<file path="config.mk">
export PLATFORM = sky130hd
export DESIGN_NAME = alu_issue_stage
export DESIGN_NICKNAME = d
export VERILOG_FILES = /design/src/rtl/alu_issue_stage.sv
export SDC_FILE = /design/constraint.sdc
export NUM_CORES = 1
export LEC_CHECK = 0
export BUFFER_PORTS_ARGS = -buffer_cell sky130_fd_sc_hd__buf_2
export CORE_UTILIZATION = 37
export DETAILED_ROUTE_END_ITERATION = 8
export PLACE_DENSITY = 0.7
export SLEW_MARGIN = 20
export SYNTH_ARGS = -nofsm -noshare
export SYNTH_HDL_FRONTEND = slang
export SYNTH_SLANG_ARGS = --single-unit
</file>
<file path="constraint.sdc">
create_clock -name clk -period 2.74 [get_ports clk]
set_input_delay 0.274 -clock clk [delete_from_list [all_inputs] [get_ports clk]]
set_output_delay 0.274 -clock clk [all_outputs]
set_load 0.05 [all_outputs]
</file>
<file path="src/rtl/alu_issue_stage.sv">
// RV32I issue stage: decodes into registered ALU inputs (S1), captures the ALU return into a writeback register (S2).
// Latency 1 cycle accept->wb_valid; S2 holds under wb_ready=0 and S1 stalls behind it, dropping in_ready.
module alu_issue_stage #(
  parameter int XLEN = 32
) (
  input  logic            clk,
  input  logic            reset,
  input  logic            in_valid,
  output logic            in_ready,
  input  logic [31:0]     in_instr,
  input  logic [XLEN-1:0] in_pc,
  input  logic [XLEN-1:0] in_rs1_data,
  input  logic [XLEN-1:0] in_rs2_data,
  output logic [XLEN-1:0] alu_a,
  output logic [XLEN-1:0] alu_b,
  output logic [3:0]      alu_control,
  input  logic [XLEN-1:0] alu_result,
  input  logic            alu_zero,
  output logic            wb_valid,
  input  logic            wb_ready,
  output logic [4:0]      wb_rd,
  output logic [XLEN-1:0] wb_data,
  output logic            wb_we,
  output logic            br_taken,
  output logic [XLEN-1:0] br_target,
  output logic            illegal
);

  localparam logic [3:0] OP_AND  = 4'b0000;
  localparam logic [3:0] OP_OR   = 4'b0001;
  localparam logic [3:0] OP_ADD  = 4'b0010;
  localparam logic [3:0] OP_SUB  = 4'b0110;
  localparam logic [3:0] OP_SLTU = 4'b0111;

  localparam logic [6:0] OPC_R     = 7'b0110011;
  localparam logic [6:0] OPC_I     = 7'b0010011;
  localparam logic [6:0] OPC_LOAD  = 7'b0000011;
  localparam logic [6:0] OPC_STORE = 7'b0100011;
  localparam logic [6:0] OPC_BR    = 7'b1100011;

  logic [6:0]      opcode;
  logic [2:0]      f3;
  logic [6:0]      f7;
  logic [4:0]      rd;
  logic [XLEN-1:0] imm_i, imm_s, imm_b;
  logic            unused_rs1_field;

  assign opcode = in_instr[6:0];
  assign f3     = in_instr[14:12];
  assign f7     = in_instr[31:25];
  assign rd     = in_instr[11:7];
  assign imm_i  = {{(XLEN-12){in_instr[31]}}, in_instr[31:20]};
  assign imm_s  = {{(XLEN-12){in_instr[31]}}, in_instr[31:25], in_instr[11:7]};
  assign imm_b  = {{(XLEN-12){in_instr[31]}}, in_instr[7], in_instr[30:25], in_instr[11:8], 1'b0};
  // Register indices are resolved upstream; only the operand values arrive here.
  assign unused_rs1_field = ^in_instr[19:15];

  logic [3:0]      dec_ctrl;
  logic [XLEN-1:0] dec_b;
  logic [4:0]      dec_rd;
  logic            dec_we, dec_beq, dec_bne, dec_illegal;

  always_comb begin
    dec_ctrl    = OP_AND;
    dec_b       = in_rs2_data;
    dec_rd      = rd;
    dec_we      = 1'b0;
    dec_beq     = 1'b0;
    dec_bne     = 1'b0;
    dec_illegal = 1'b1;
    case (opcode)
      OPC_R: begin
        dec_we = 1'b1;
        if (f7 == 7'b0100000 && f3 == 3'b000) begin
          dec_ctrl    = OP_SUB;
          dec_illegal = 1'b0;
        end else if (f7 == 7'b0000000) begin
          dec_illegal = 1'b0;
          case (f3)
            3'b000:  dec_ctrl = OP_ADD;
            3'b111:  dec_ctrl = OP_AND;
            3'b110:  dec_ctrl = OP_OR;
            3'b011:  dec_ctrl = OP_SLTU;
            default: dec_illegal = 1'b1;
          endcase
        end
      end
      OPC_I: begin
        dec_we      = 1'b1;
        dec_b       = imm_i;
        dec_illegal = 1'b0;
        case (f3)
          3'b000:  dec_ctrl = OP_ADD;
          3'b111:  dec_ctrl = OP_AND;
          3'b110:  dec_ctrl = OP_OR;
          3'b011:  dec_ctrl = OP_SLTU;
          default: dec_illegal = 1'b1;
        endcase
      end
      OPC_LOAD: begin
        dec_ctrl    = OP_ADD;
        dec_b       = imm_i;
        dec_illegal = 1'b0;
      end
      OPC_STORE: begin
        dec_ctrl    = OP_ADD;
        dec_b       = imm_s;
        dec_rd      = 5'd0;
        dec_illegal = 1'b0;
      end
      OPC_BR: begin
        dec_ctrl    = OP_SUB;
        dec_rd      = 5'd0;
        dec_beq     = (f3 == 3'b000);
        dec_bne     = (f3 == 3'b001);
        dec_illegal = ~(dec_beq | dec_bne);
      end
      default: ;
    endcase
    // Illegal entries still flow through so downstream can trap in order.
    if (dec_illegal) begin
      dec_ctrl = OP_AND;
      dec_we   = 1'b0;
      dec_beq  = 1'b0;
      dec_bne  = 1'b0;
    end
    dec_we = dec_we & (rd != 5'd0);
  end

  logic            s1_valid, s1_we, s1_beq, s1_bne, s1_illegal;
  logic [4:0]      s1_rd;
  logic [XLEN-1:0] s1_target;
  logic            s1_adv, accept;

  assign s1_adv   = s1_valid & (~wb_valid | wb_ready);
  assign in_ready = ~reset & (~s1_valid | s1_adv);
  assign accept   = in_valid & in_ready;

  always_ff @(posedge clk) begin
    if (reset) begin
      s1_valid    <= 1'b0;
      alu_a       <= '0;
      alu_b       <= '0;
      alu_control <= OP_AND;
      s1_rd       <= 5'd0;
      s1_we       <= 1'b0;
      s1_beq      <= 1'b0;
      s1_bne      <= 1'b0;
      s1_illegal  <= 1'b0;
      s1_target   <= '0;
    end else if (accept) begin
      s1_valid    <= 1'b1;
      alu_a       <= in_rs1_data;
      alu_b       <= dec_b;
      alu_control <= dec_ctrl;
      s1_rd       <= dec_rd;
      s1_we       <= dec_we;
      s1_beq      <= dec_beq;
      s1_bne      <= dec_bne;
      s1_illegal  <= dec_illegal;
      s1_target   <= in_pc + imm_b;
    end else if (s1_adv) begin
      s1_valid <= 1'b0;
    end
  end

  always_ff @(posedge clk) begin
    if (reset) begin
      wb_valid  <= 1'b0;
      wb_rd     <= 5'd0;
      wb_data   <= '0;
      wb_we     <= 1'b0;
      br_taken  <= 1'b0;
      br_target <= '0;
      illegal   <= 1'b0;
    end else if (s1_adv) begin
      wb_valid  <= 1'b1;
      wb_rd     <= s1_rd;
      wb_data   <= alu_result;
      wb_we     <= s1_we;
      br_taken  <= (s1_beq & alu_zero) | (s1_bne & ~alu_zero);
      br_target <= s1_target;
      illegal   <= s1_illegal;
    end else if (wb_ready) begin
      wb_valid <= 1'b0;
    end
  end

endmodule
</file>
==> metrics.md, run 1 <==
| Metric | Value |
|---|---|
| Status | complete, no violations |
| # rows | 55 |
| Complex-gate fraction of the synthesized area | 19.3% |
| Post-synthesis mux area share | 1.17% |
| Hold buffer count at cts | 0 |
| Ys async rst share | 0% |
| Vias per cell | 5.11 |
| Final ANT Viol Nets | 0 |
| Top_reg_cell synth | dfxtp_1 |
| Slowest cell on the critical path | or4_1 |
| Initial DRC count | 621 |
| Critical-path cell list | buf_2 -> ha_1 -> fa_1 -> a21o_1 -> nand4_2 -> a311oi_2 -> o31ai_4 -> a211oi_2 -> or4_1 -> a32o_1 |
| CTS tree | done |
| Yosys reg bits | 182 |
| Crit-path max FO | 2 |
| Number of port buffers | 300 |
| Largest family of logic cells by synthesized area | simple AND/OR/NAND/NOR gates |
| WHS | 0.0248 ns |
| Worst-Margin Slew | 0.670 ns |
| Cells after Synth | 1079 |
| Area leader, netlist | dfxtp_1 |
| GR Util All Layers | 22.3% |
| Die Width | 155 um |
| Dpl hpwl | 19.2 mm |
| Register area | 3640 um^2 |
| Global-route wire length before repair | 42.3 mm |
| RSZ-0062 raised after global routing | no |
| Final count of pins violating max slew | 0 |
| Final Hold Vio Count | 0 |
| First-pass DRT Iterations | 5 |
| Reg clk slew, reported paths | 0.07 ns |
| Area of the multi-input gates | 4670 um^2 |
| Ys Warns | 0 |
| Initial antenna violation count | 0 |
| Commonest cells in the netlist | nand2_1 (256), dfxtp_1 (182), a21oi_1 (135) |
| Post-Synth Adder-Cell Area | 4.58% |
| Setup Fix Bufs, Post-CTS | 0 |
| Synth top area cells | dfxtp_1 (42%), nand2_1 (11%), a21oi_1 (7.8%) |
| Slew HR | 55.3% |
| Ant. Diodes | 0 |
| Number of global-route vias before repair | 8204 |
| Synthesized-area fraction occupied by xor and xnor cells | 2.33% |
| Synth unique cells | 66 |
| Cts bufs inserted | 17 |
| Vias after detailed routing | 8564 |
| Seq/Total Area, Yosys | 42.2% |
| Syn nets | 1275 |
| NumNets Final | 1545 |
| CTS H-tree depth | 4 |
| Startpoint types | input pin |
| Netlist Area Pre-Place | 8640 um^2 |
| CP bufs+invs | 1 |
| Share of the synthesized area in the top cell type | 42.2% |
| # fillers | 2259 |
| Critical path type | in2reg |
| Overall Power | 6.90 mW |
| Share of layout cells above drive strength 1 | 28.1% |
| Top-count cell post-synth | nand2_1 |
| Arrival time worst endpoint | 2.59 ns |
| Crit end category | register |
| Tcrit/Tclk final | 83.0% |
| CP top delay family | compound AO/OA/AOI/OAI gates |
| Largest net degree at the start of global routing | 171 |
| Synth Area in Simple Gates | 26.5% |
| CP Data Required Time | 3.06 ns |
| Core ar. | 22800 um^2 |
| Total Wirelength | 26.5 mm |
| Minimum clock period | 2.27 ns |
| Post-cts sizing count | 0 |
| Gpl congestion | 0.921 |
| CTS Sinks | 182 |
| Die Ht | 155 um |
| HP Class | in2reg |
| Die area | 24000 um^2 |
| Post-layout util | 48.7% |
| Layout Skew | 0.0112 ns |
| Setup Viol. Count Final | 0 |
| Initial Util | 37.9% |
| Max Cap Violations | 0 |
| Clk Tree Root Cell | clkbuf_16 |
| Clk Latency, worst-skew pair | 0.43 ns |
| PD cells | 622 nW/um^2 |
| Avg Cell Area, Syn | 8.01 um^2 |
| Finished Layout Cells | 1675 |
| F_max | 0.440 GHz |
| Grt ovf | 0 |
| Slowest stage delay, CP | 0.47 ns |
| Placed insts | 1643 |
| WL/cell | 15.8 um |
| Leak | 5.05 nW |
| Total negative setup slack | 0 ns |
| Layout area overhead | 28.4% |
| EDFF count, synth | 0 |
| Post-route DRC | 0 |
| Clock Tree Buf Depth | 2 |
| Max rail drop VDD | 0.358 mV |
| Ports | 307 |
==> report_power, final <==
part	internal [mW]	switching, mW	total [mW]
Sequential	2.83	0.0926	2.92
Combinational	0.497	1.03	1.52
Clock	1.26	1.19	2.45
==> per-stage QoR <==
step | setup slack [ns] | area, um^2
after global placement | 0.0147 | 10500
after detailed placement | 0.0249 | 10500
after floorplan | 0.00466 | 8640
final | 0.466 | 11100
after CTS | 0.479 | 11100
after global routing | 0.315 | 11100
==> sequential cells by signal (all words and copies together), names as in the netlist, 3 cells and up <==
name and count:
alu_a 32, alu_b 32, alu_control 3, br_target 32, s1_rd 5, s1_target 32
wb_data 32, wb_rd 5
==> worst min-delay path, delay by kind of cell <==
kind                   cells  cell delay, ns
buffers and inverters      1            0.07
AND/OR/NAND/NOR            2            0.08
==> final cells by class <==
| class | count | share of cell area, % |
|---|---|---|
| clock buffer | 19 | 4.08 |
| clock inverter | 13 | 1.20 |
| inverter | 10 | 0.338 |
| multi-input combinational | 809 | 42.1 |
| sequential | 182 | 32.8 |
| tap | 313 | 3.53 |
| timing repair buffer | 329 | 15.9 |
==> kinds of logic after synthesis <==
group / Yosys count
fa+ha+maj: 31
other cells: 1
buf+inv: 88
flops: 182
simple gates: 462
mux: 10
compound gates: 282
xor+xnor: 23
==> cells in the final DEF (no fill, tap or decap), drive strengths merged, types with 9 or more instances in the layout <==
cell    instances
dfxtp         182
a21oi         139
a21o           12
mux2i           9
nand4           9
inv            17
buf           329
xnor2          12
nand3          20
nand2         256
xor2           11
nand3b         89
nor2           32
nor3           17
nor2b           9
a211oi         10
o21ai          81
ha             30
clkbuf         19
==> path summary, 6_finish.rpt <==
path,depth (start not counted),to,slack [ns],from
max,10,s1_target[27],0.47,in_instr[8]
min,3,alu_a[22],0.02,in_rs1_data[22]
max reg2reg,7,s1_beq,0.70,wb_valid
min reg2reg,2,s1_target[23],0.45,s1_target[23]
==> metal layers <==
metal  up-vias  track usage [%]  share of wire (%)
li1       4293                -                  -
met1      3959             28.4                 45
met2       281             37.8                 49
met3        31             4.48                5.1
met4         0             6.69                1.8
met5         -                0                  0
No activity file was read; power rests on OpenSTA's default activity.
==> run 2: changes to the inputs <==
==> constraint.sdc (replaced) <==
create_clock -name clk -period 2.3 [get_ports clk]
set_input_delay 0.23 -clock clk [delete_from_list [all_inputs] [get_ports clk]]
set_output_delay 0.23 -clock clk [all_outputs]
set_load 0.05 [all_outputs]
==> metrics.md, run 2 (synthesized netlist as in run 1, its figures left out) <==
| Metric | Value |
|---|---|
| Cts bufs inserted | 17 (unchanged) |
| Worst-Margin Slew | 0.709 ns (+0.0382 ns) |
| M1 GR Usage | 29.7% (+1.2 points) |
| Core ar. | 22800 um^2 (unchanged) |
| Clk pwr share | 35.5% (about the same) |
| GR Util met3 | 3.19% (-1.3 points) |
| CTS H-tree depth | 4 (unchanged) |
| Initial Util | 37.9% (unchanged) |
| WHS | 0.0299 ns (+0.00507 ns) |
| NetSw | 2.85 mW (+23%) |
| RSZ-0062 raised after global routing | no |
| First-pass DRT Iterations | 6 (+1) |
| Dpl ws | -0.338 ns (-0.363 ns) |
| Vias per cell | 5.12 (+0.11%) |
| Combinational fraction of design power | 23.7% (+1.6 points) |
| HP Class | in2reg |
| Number of global-route vias before repair | 8854 (+7.9%) |
| NumNets Final | 1651 (+6.9%) |
| Clock Tree Buf Depth | 2 (unchanged) |
| Crit end category | register |
| Slowest stage delay, CP | 0.47 ns (about the same) |
| Setup Viol. Count Final | 0 (unchanged) |
| Clk Tree Root Cell | clkbuf_16 |
| Die area | 24000 um^2 (unchanged) |
| Post-route DRC | 0 (unchanged) |
| Initial antenna violation count | 4 (+4) |
| GR peak layer | met2 |
| Max rail drop VDD | 0.417 mV (+17%) |
| Sequential power share | 40.8% (-1.5 points) |
| # rows | 55 (unchanged) |
| Startpoint types | input pin |
| Grt ovf | 0 (unchanged) |
| Dpl hpwl | 19.8 mm (+3.4%) |
| # fillers | 2155 (-4.6%) |
| Layout area overhead | 39.3% |
| Register area | 3640 um^2 (unchanged) |
| Max Cap Violations | 0 (unchanged) |
| Global-route wire length before repair | 44.5 mm (+5.0%) |
| Sw Share | 33.4% (-0.12 points) |
| GRT met2 Usage | 38.6% (+0.80 points) |
| Overall Power | 8.53 mW (+24%) |
| Finished Layout Cells | 1785 (+6.6%) |
| Final ANT Viol Nets | 0 (unchanged) |
| Leak | 5.55 nW (+10%) |
| Placed insts | 1716 (+4.4%) |
| Status | complete, no violations |
| DP Area | 11100 um^2 (+5.6%) |
| Vias after detailed routing | 9136 (+6.7%) |
| Number of port buffers | 300 (unchanged) |
| WL/cell | 15.5 um (-1.9%) |
| Reg clk slew, reported paths | 0.08 ns (about the same) |
| Commonest non-fill, non-tap cell in the layout | buf_2 |
| Clk Latency, worst-skew pair | 0.43 ns (about the same) |
| Most frequent cells in the layout | buf_2 (299), nand2_1 (255), dfxtp_1 (182) |
| Total Wirelength | 27.7 mm (+4.5%) |
| Setup ws final | 0.104 ns (-0.361 ns) |
| Critical-path cell list | buf_2 -> ha_4 -> fa_2 -> a21o_1 -> nand4_2 -> a311oi_2 -> o31ai_4 -> a211oi_2 -> or4_1 -> a32o_1 |
| CTS Sinks | 182 (unchanged) |
| Critical path type | in2reg |
| CP Data Required Time | 2.63 ns (-0.43 ns) |
| Design area | 12000 um^2 (+8.5%) |
| Final Hold Vio Count | 0 (unchanged) |
| Layout Skew | 0.00945 ns (-0.00178 ns) |
| Ports | 307 (unchanged) |
| Internal power | 5.69 mW (+24%) |
| Gpl congestion | 0.877 (-4.8%) |
| Tcrit/Tclk final | 95.5% |
| Total negative setup slack | 0 ns (unchanged) |
| Die Ht | 155 um (unchanged) |
| Final count of pins violating max slew | 0 (unchanged) |
| Crit-path max FO | 5 (+3) |
| PD cells | 709 nW/um^2 (+14%) |
| GR Util All Layers | 23.2% (+0.94 points) |
| Post-layout util | 52.8% (+4.1 points) |
| Slew HR | 52.8% (-2.5 points) |
| Die Width | 155 um (unchanged) |
| F_max | 0.455 GHz |
| Arrival time worst endpoint | 2.52 ns (-0.07 ns) |
| Minimum clock period | 2.20 ns |
| Post-cts sizing count | 0 (unchanged) |
| Area of the multi-input gates | 4700 um^2 (+0.56%) |
| Largest net degree at the start of global routing | 171 (unchanged) |
| CTS tree | done |
| Share of layout cells above drive strength 1 | 31.3% (+3.1 points) |
| Slowest cell on the critical path | or4_1 |
| Initial DRC count | 577 (-7.1%) |
-- run 2: cell types whose count changed in the layout (fill, tap and decap cells not counted), sizes merged --
cell and change:
diode +4, dlygate4sd3 +33, buf +73, clkinv -1, inv +2, clkbuf -2, bufinv +1
-- run 2: metal layers --
| layer | share of wire (%) | wire, um | up-vias |
|---|---|---|---|
| met4 | 3.4 | 944 | 0 |
| met2 | 48 | 13300 | 312 |
| li1 | - | - | 4507 |
| met3 | 4.6 | 1280 | 57 |
| met1 | 44 | 12300 | 4260 |
| met5 | 0 | 0 | - |
-- run 2: power by group through the flow --
| stage | clock, mW | combinational (mW) | sequential, mW |
|---|---|---|---|
| 5_1_grt | 3.24 | 2.19 | 3.51 |
| 6_report | 3.03 | 2.02 | 3.48 |
| 3_3_place_gp | 0 | 1.95 | 3.54 |
| 3_5_place_dp | 0 | 1.96 | 3.55 |
| 2_1_floorplan | 0 | 0.788 | 4.01 |
| 4_1_cts | 3.12 | 2.02 | 3.48 |
-- run 2: final timing paths --
kind                                     start             to  slack (ns)  depth (start not counted)
worst max-delay path               in_instr[8]  s1_target[27]        0.10                         10
worst min register to register     wb_data[21]    wb_data[21]        0.45                          2
worst min-delay path            alu_result[29]    wb_data[29]        0.03                          3
worst max register to register        wb_valid      alu_a[24]        0.48                          6
-- run 2: cell type report --
cell class,instances,share of cell area [%]
Tap cell,313,3.25
Timing Repair Buffer,435,22.0
Sequential cell,182,30.3
Antenna cell,4,0.0832
Multi-Input combinational cell,809,39.1
Clock inverter,15,1.48
Inverter,10,0.312
Clock buffer,17,3.53
-- run 2: timing repair --
action / in CTS / in global routing
hold buffers: 33 / 0
setup buffers: 0 / 0
hold endpoints to repair: 33 / 0
-- run 2: worst max-delay path: cells and delay by family --
family	cells	cell delay, ns
AND/OR/NAND/NOR	2	0.56
AO/OA/AOI/OAI	5	1.06
adder cells (fa/ha/maj)	2	0.54
buffers and inverters	1	0.12
